**src/rtl/spi_deserializer.sv**
```systemverilog
// SPI receive deserializer: oversamples sclk/mosi on clk, assembles MSB-first frames
// and hands each completed frame to a FIFO through a one-cycle write strobe.
module spi_deserializer #(
  parameter int DATA_WIDTH     = 8,
  parameter int TIMEOUT_CYCLES = 64
) (
  input  logic                  clk,
  input  logic                  rst,
  input  logic                  sclk,
  input  logic                  mosi,
  input  logic                  full,
  input  logic                  overflow_clr,
  output logic                  write_en,
  output logic [DATA_WIDTH-1:0] write_data,
  output logic                  busy,
  output logic                  overflow,
  output logic                  frame_error
);

  localparam int CNT_W = $clog2(DATA_WIDTH) + 1;
  localparam int TMO_W = $clog2(TIMEOUT_CYCLES) + 1;

  localparam logic [1:0] IDLE  = 2'd0;
  localparam logic [1:0] SHIFT = 2'd1;
  localparam logic [1:0] STORE = 2'd2;

  logic [1:0]            state_q, state_d;
  logic                  sclk_s1_q, sclk_s1_d, sclk_s2_q, sclk_s2_d, sclk_prev_q, sclk_prev_d;
  logic                  mosi_s1_q, mosi_s1_d, mosi_s2_q, mosi_s2_d;
  logic [DATA_WIDTH-1:0] shift_q, shift_d;
  logic [CNT_W-1:0]      bit_cnt_q, bit_cnt_d;
  logic [TMO_W-1:0]      tmo_q, tmo_d;
  logic                  write_en_q, write_en_d;
  logic [DATA_WIDTH-1:0] write_data_q, write_data_d;
  logic                  overflow_q, overflow_d;
  logic                  frame_error_q, frame_error_d;

  logic                  rise;
  logic                  overflow_set;
  logic [DATA_WIDTH-1:0] shifted;
  logic [DATA_WIDTH-1:0] first_bit;

  always_comb begin
    sclk_s1_d     = sclk;
    sclk_s2_d     = sclk_s1_q;
    sclk_prev_d   = sclk_s2_q;
    mosi_s1_d     = mosi;
    mosi_s2_d     = mosi_s1_q;

    rise          = sclk_s2_q & ~sclk_prev_q;
    shifted       = {shift_q[DATA_WIDTH-2:0], mosi_s2_q};
    first_bit     = {{(DATA_WIDTH-1){1'b0}}, mosi_s2_q};

    state_d       = state_q;
    shift_d       = shift_q;
    bit_cnt_d     = bit_cnt_q;
    tmo_d         = tmo_q;
    write_en_d    = 1'b0;
    write_data_d  = write_data_q;
    frame_error_d = 1'b0;
    overflow_set  = 1'b0;

    case (state_q)
      IDLE: begin
        tmo_d = '0;
        if (rise) begin
          shift_d   = first_bit;
          bit_cnt_d = CNT_W'(1);
          state_d   = SHIFT;
        end
      end
      SHIFT: begin
        if (rise) begin
          shift_d = shifted;
          tmo_d   = '0;
          if (bit_cnt_q == CNT_W'(DATA_WIDTH - 1)) begin
            // Strobe and data are registered so they line up with the STORE cycle.
            state_d      = STORE;
            bit_cnt_d    = '0;
            write_en_d   = ~full;
            write_data_d = shifted;
            overflow_set = full;
          end else begin
            bit_cnt_d = bit_cnt_q + CNT_W'(1);
          end
        end else if (tmo_q == TMO_W'(TIMEOUT_CYCLES - 1)) begin
          state_d       = IDLE;
          shift_d       = '0;
          bit_cnt_d     = '0;
          tmo_d         = '0;
          frame_error_d = 1'b1;
        end else if (tmo_q != '1) begin
          tmo_d = tmo_q + TMO_W'(1);
        end
      end
      STORE: begin
        tmo_d = '0;
        if (rise) begin
          shift_d   = first_bit;
          bit_cnt_d = CNT_W'(1);
          state_d   = SHIFT;
        end else begin
          shift_d = '0;
          state_d = IDLE;
        end
      end
      default: begin
        state_d   = IDLE;
        shift_d   = '0;
        bit_cnt_d = '0;
        tmo_d     = '0;
      end
    endcase

    // A new drop outranks a simultaneous clear so the event is never lost.
    if (overflow_set)      overflow_d = 1'b1;
    else if (overflow_clr) overflow_d = 1'b0;
    else                   overflow_d = overflow_q;
  end

  always_ff @(posedge clk or posedge rst) begin
    if (rst) begin
      state_q       <= IDLE;
      sclk_s1_q     <= 1'b0;
      sclk_s2_q     <= 1'b0;
      sclk_prev_q   <= 1'b0;
      mosi_s1_q     <= 1'b0;
      mosi_s2_q     <= 1'b0;
      shift_q       <= '0;
      bit_cnt_q     <= '0;
      tmo_q         <= '0;
      write_en_q    <= 1'b0;
      write_data_q  <= '0;
      overflow_q    <= 1'b0;
      frame_error_q <= 1'b0;
    end else begin
      state_q       <= state_d;
      sclk_s1_q     <= sclk_s1_d;
      sclk_s2_q     <= sclk_s2_d;
      sclk_prev_q   <= sclk_prev_d;
      mosi_s1_q     <= mosi_s1_d;
      mosi_s2_q     <= mosi_s2_d;
      shift_q       <= shift_d;
      bit_cnt_q     <= bit_cnt_d;
      tmo_q         <= tmo_d;
      write_en_q    <= write_en_d;
      write_data_q  <= write_data_d;
      overflow_q    <= overflow_d;
      frame_error_q <= frame_error_d;
    end
  end

  assign write_en    = write_en_q;
  assign write_data  = write_data_q;
  assign busy        = (state_q != IDLE);
  assign overflow    = overflow_q;
  assign frame_error = frame_error_q;

endmodule

```
**config.mk**
```make
export PLATFORM = sky130hd
export DESIGN_NAME = spi_deserializer
export DESIGN_NICKNAME = d
export VERILOG_FILES = /design/src/rtl/spi_deserializer.sv
export SDC_FILE = /design/constraint.sdc
export NUM_CORES = 1
export LEC_CHECK = 0
export ABC_AREA = 1
export ABC_CLOCK_PERIOD_IN_PS = 2670
export CAP_MARGIN = 10
export CORE_MARGIN = 1
export CORE_UTILIZATION = 30
export CTS_BUF_LIST = sky130_fd_sc_hd__clkbuf_8
export CTS_CLUSTER_SIZE = 24
export DETAILED_ROUTE_END_ITERATION = 6
export GPL_ROUTABILITY_DRIVEN = 0
export PLACE_DENSITY = 0.58
export SYNTH_ARGS = -nofsm -noshare
export SYNTH_HDL_FRONTEND = slang
export SYNTH_SLANG_ARGS = --single-unit
```
**constraint.sdc**
```tcl
create_clock -name clk -period 2.67 [get_ports clk]
set_input_delay 0.534 -clock clk [delete_from_list [all_inputs] [get_ports clk]]
set_output_delay 0.534 -clock clk [all_outputs]
set_load 0.05 [all_outputs]
```
# Yosys cells after proc, flatten, opt, wreduce, memory -nomap -nowiden
# Index checks and enable logic that the tools add are counted.
# op_classes
n_addsub	2
multipliers	0
n_div	0
n_lt_le_gt_ge	0
n_eq_ne	10
shifts	0
n_mux	31
bitwise_logic	3
n_reduce_logical	8
# op_table
operator	n
2-to-1 mux 7 bit	7
case mux 7 bit (3 select lines)	1
2-to-1 mux 4 bit	4
2-to-1 mux 1 bit	13
2-to-1 mux 2 bit	4
case mux 4 bit (2 select lines)	1
adder 7 x 1 -> 7 bit (second input constant)	1
== test 7 x 6 -> 1 bit (second input constant)	1
!= test 7 bit (second input constant)	1
!= test 3 bit (second input constant)	2
case mux 2 bit (3 select lines)	1
AND reduction 3 bit	2
adder 4 x 1 -> 4 bit (second input constant)	1
== test 4 x 3 -> 1 bit (second input constant)	1
!= test 4 bit (second input constant)	1
AND reduction 2 bit	2
nonzero test 2 bit	2
== test 2 x 1 -> 1 bit (second input constant)	1
== test 2 bit (second input constant)	1
zero test 2 bit	1
!= test 2 x 1 -> 1 bit (second input constant)	1
!= test 2 bit (second input constant)	1
inverter 1 bit	2
OR reduction 2 bit	1
bitwise AND 1 bit	1
# word_totals
regBits	36
latchBits	0
mem_bits_rw	0
mem_bits_ro	0
inputBits	6
out_inout_bits	12
word_cells	67
mem_count	0

# Depth between registers and ports, before layout
# logic_depth
depth_word	5
mapped_depth	9
ltp_nobuf	9

# Worst setup path before layout
# No wires, ideal clock.
# synth_timing
path_kind	flip-flop to flip-flop
start	register state_q[0]
end	register shift_q[1]
arrival_ps	1295
setup_slack_ps	1293
stages_incl_launch_ff	8
path_buffers	0
period_less_slack_ps	1377
cell_sequence	dfrtp_1 -> inv_2 -> nand2_1 -> nor2_1 -> inv_1 -> nand2_4 -> nand2_1 -> o21ai_0
# synth_between
elab_chain_len	3
# synth_lines
item	line_no	source
start, declared	27	logic [1:0] state_q, state_d;
start signal, assigned	137	state_q <= state_d;
== test 2 x 1 -> 1 bit / zero test 2 bit (equally long branches)	63	case (state_q)
!= test 3 bit (no line) / != test 2 bit (equally long branches)	n/a	
AND reduction 2 bit (no line)	n/a	
end signal, assigned	143	shift_q <= shift_d;
end, declared	30	logic [DATA_WIDTH-1:0] shift_q, shift_d;
# Several ways; a longest one is shown, not always the timed one.
# A chain may end at the register's enable or synchronous reset.

# Worst setup path after layout
# layout_timing
start	register state_q[1]
end	output busy
# layout_between
elab_chain_len	1
# layout_lines
item	line_no	source
nonzero test 2 bit	155	assign busy = (state_q != IDLE);
end, declared	15	output logic busy,
# Every way passes these cells.

==> impl_metrics.csv <==
group,metric,value,unit
drt,drt_iter0_drc,35,
critical_path,cp-startpoint,"state_q[1]",
placement,place_inst,257,
synthesis,synth_top_family_by_area,"simple AND/OR/NAND/NOR gates",
pwr,p_leak,0.917,nW
clocking,cts.htree.levels,2,
min_path,holdCritPathClass,"flop to flop",
floorplanning,die-area,5580,sq um
synthesis,yosysSeqAreaShare,56.8,%
final_layout,n_antenna_cell,0,
drt,drtPass1Iterations,4,
timing,rsz0062_at_grt,"false",
synthesis,synth-compound-area-share,7.57,%
floorplanning,core-area,5110,sq um
timing,final.setup.worst_slack,465,ps
global_route,grt_pass1_wl,4950,um
critical_path,reg2reg_slack,1220,ps
final_layout,layout_commonest_cell,"nand2_1",
timing,drv_slew,0,
synthesis,synth-xor-area-share,0.552,%
run,maxCapViolations,0,
placement,hpwl,1980,um
timing,finalHoldViolCount,0,
clocking,holdBufCountCts,0,
floorplanning,start_util,31.1,%
final_layout,stdcell_count,264,
floorplanning,die_y,74.7,um
critical_path,reg2reg_from,"bit_cnt_q[0]",
final_layout,mostFrequentLayoutCells,"49 x nand2_1, 36 x dfrtp_1, 25 x inv_1",
clocking,cts-root-buf,"clkbuf_8",
clocking,clock_sinks,36,
synthesis,synth-main-ff-cell,"dfrtp_1",
global_route,overflow,0,
floorplanning,placementRows,26,
floorplanning,ios,18,
global_route,antenna_found_initial,0,
clocking,clkTransAtPathRegs,70,ps
placement,portBuffers,17,
global_route,grt_max_degree,37,
timing,tns,0,ps
global_route,track_usage,12.0,%
final_layout,area_growth,21.1,%
timing,fin_crit_sh,82.6,%
pwr,internal_power,0.869,mW
timing,setup_violations,0,
pwr,switchingPower,0.438,mW
synthesis,synth_warnings,0,
pwr,power,1.31,mW
final_layout,nNetsFinal,202,
synthesis,syn_inst,170,
critical_path,endpoint,"busy",
pwr,comb_power_share,23.6,%
drt,vias,1129,
drt,ant_nets,0,
critical_path,timing.critical_path.fanout_max,3,
synthesis,netlist-cell-type-count,22,
critical_path,worstPathRequired,2140,ps
critical_path,rr_worst_depth,7,
synthesis,synth_mux_area_share,0,%
synthesis,synth_seq_cells,36,
placement,dpl_worst_slack,774,ps
drt,drc,0,
pwr,vdd_drop_max,0.000328,V
drt,totalWireLength,2740,um
critical_path,crit_arrival,1670,ps
timing,timing.fmax,454,MHz
timing,slew_headroom,66.8,%
synthesis,async_flop_share,100,%
drt,post_drt_wl_per_cell,10.4,um
critical_path,cp-start-kind,"flop",
synthesis,synth_area,1590,sq um
drt,vias_per_cell,4.28,
critical_path,crit_type,"flop to output port",
global_route,grt_pass1_vias,1129,
clocking,clock_path_buffers,2,
synthesis,synth_edf_count,0,
timing,clock_skew,8.74,ps
pwr,swShare,33.5,%
timing,min_period,2200,ps
final_layout,layout-drive-gt1-share,13.9,%
clocking,post_cts_buffers,0,
synthesis,synth_nets,178,
clocking,cts_tree,"done",
critical_path,rr_endpoint,"overflow",
pwr,clock_power_share,28.1,%
synthesis,avgSynthCellArea,9.33,sq um
synthesis,synth_simple_gate_area_share,26.7,%
clocking,cts_made_buffers,5,
synthesis,synthAdderAreaFrac,1.58,%
outcome,status,"finished clean",
floorplanning,dieWidth,74.7,um
clocking,clock_latency,290,ps
timing,tightestPinTransition,497,ps
pwr,powerDensity,680,nW/um^2
clocking,ctsResizeCount,0,
final_layout,fill_cells,531,
critical_path,crit_path_end_kind,"output port",
pwr,seqPwrFrac,48.3,%
## power groups by stage
stage | Combinational [mW] | Sequential, mW | Clock [mW]
floorplan | 0.243 | 0.633 | 0
global placement | 0.312 | 0.640 | 0
finish | 0.309 | 0.632 | 0.367
detailed placement | 0.313 | 0.642 | 0
CTS | 0.314 | 0.631 | 0.380
global route | 0.348 | 0.637 | 0.402
## cell families after synthesis
| logic type | count (synthesis) |
|---|---|
| buf+inv | 27 |
| flops | 36 |
| compound gates | 18 |
| fa+ha+maj | 2 |
| xor+xnor | 1 |
| simple gates | 86 |
## area by class of cell
class | instances | area, sq um | share of cell area [%]
clock buffers | 5 | 68.8 | 3.58
clock inverters | 2 | 12.5 | 0.651
repair buffers | 18 | 178 | 9.24
well taps | 70 | 87.6 | 4.56
multi-input cells | 107 | 577 | 30.0
inverters | 26 | 97.6 | 5.08
flip-flops and latches | 36 | 901 | 46.9
## flip-flops by register name, indices dropped and copies added, names as in the netlist
name,cells
write_en,1
bit_cnt_q,4
mosi_s2_q,1
frame_error,1
state_q,2
sclk_prev_q,1
tmo_q,7
overflow,1
shift_q,7
mosi_s1_q,1
write_data,8
sclk_prev_d,1
sclk_s1_q,1
## metal layers
layer  routed length, um  track usage [%]  up-vias
li1                    -                -      574
met1                1240             13.6      532
met2                1320             20.3       17
met3                 118             4.02        6
met4                  57             5.66        0
met5                   0                0        -
## worst min path at each step
stage | depth (start not counted) | endpoint | start
2_1_floorplan | 0 | mosi_s2_q | mosi_s1_q
4_1_cts | 0 | sclk_prev_d | sclk_s1_q
6_report | 0 | sclk_prev_d | sclk_s1_q
3_3_place_gp | 0 | mosi_s2_q | mosi_s1_q
3_5_place_dp | 0 | sclk_prev_d | sclk_s1_q
5_1_grt | 0 | sclk_prev_d | sclk_s1_q
## per-stage QoR
stage | hold slack (ps) | instance area [sq um] | util [%]
CTS | 353 | 1920 | 37.6
finish | 350 | 1920 | 37.6
floorplan | 331 | 1590 | -
global placement | 332 | 1840 | 36.0
global route | 365 | 1920 | 37.6
detailed placement | 336 | 1840 | 36.0
## cells in the mapped netlist, types with 2 or more instances
| library cell | number | area [sq um] |
|---|---|---|
| dfrtp_1 | 36 | 901 |
| inv_1 | 25 | 93.8 |
| nor2_1 | 9 | 33.8 |
| nand3_1 | 12 | 60.1 |
| nand2_2 | 2 | 12.5 |
| nor3_1 | 2 | 10.0 |
| o21ai_0 | 9 | 45.0 |
| o21ai_2 | 7 | 61.3 |
| ha_1 | 2 | 25.0 |
| nand2_4 | 3 | 33.8 |
| nor2_4 | 4 | 45.0 |
| nand2_1 | 49 | 184 |
## worst max-delay path, cell delays in order, from the launching register on
cell,delay [ps]
dfrtp_1,390
inv_1,80
nand2_1,100
clkdlybuf4s50_1,810
Note: power is estimated with default switching activity, not from simulation.
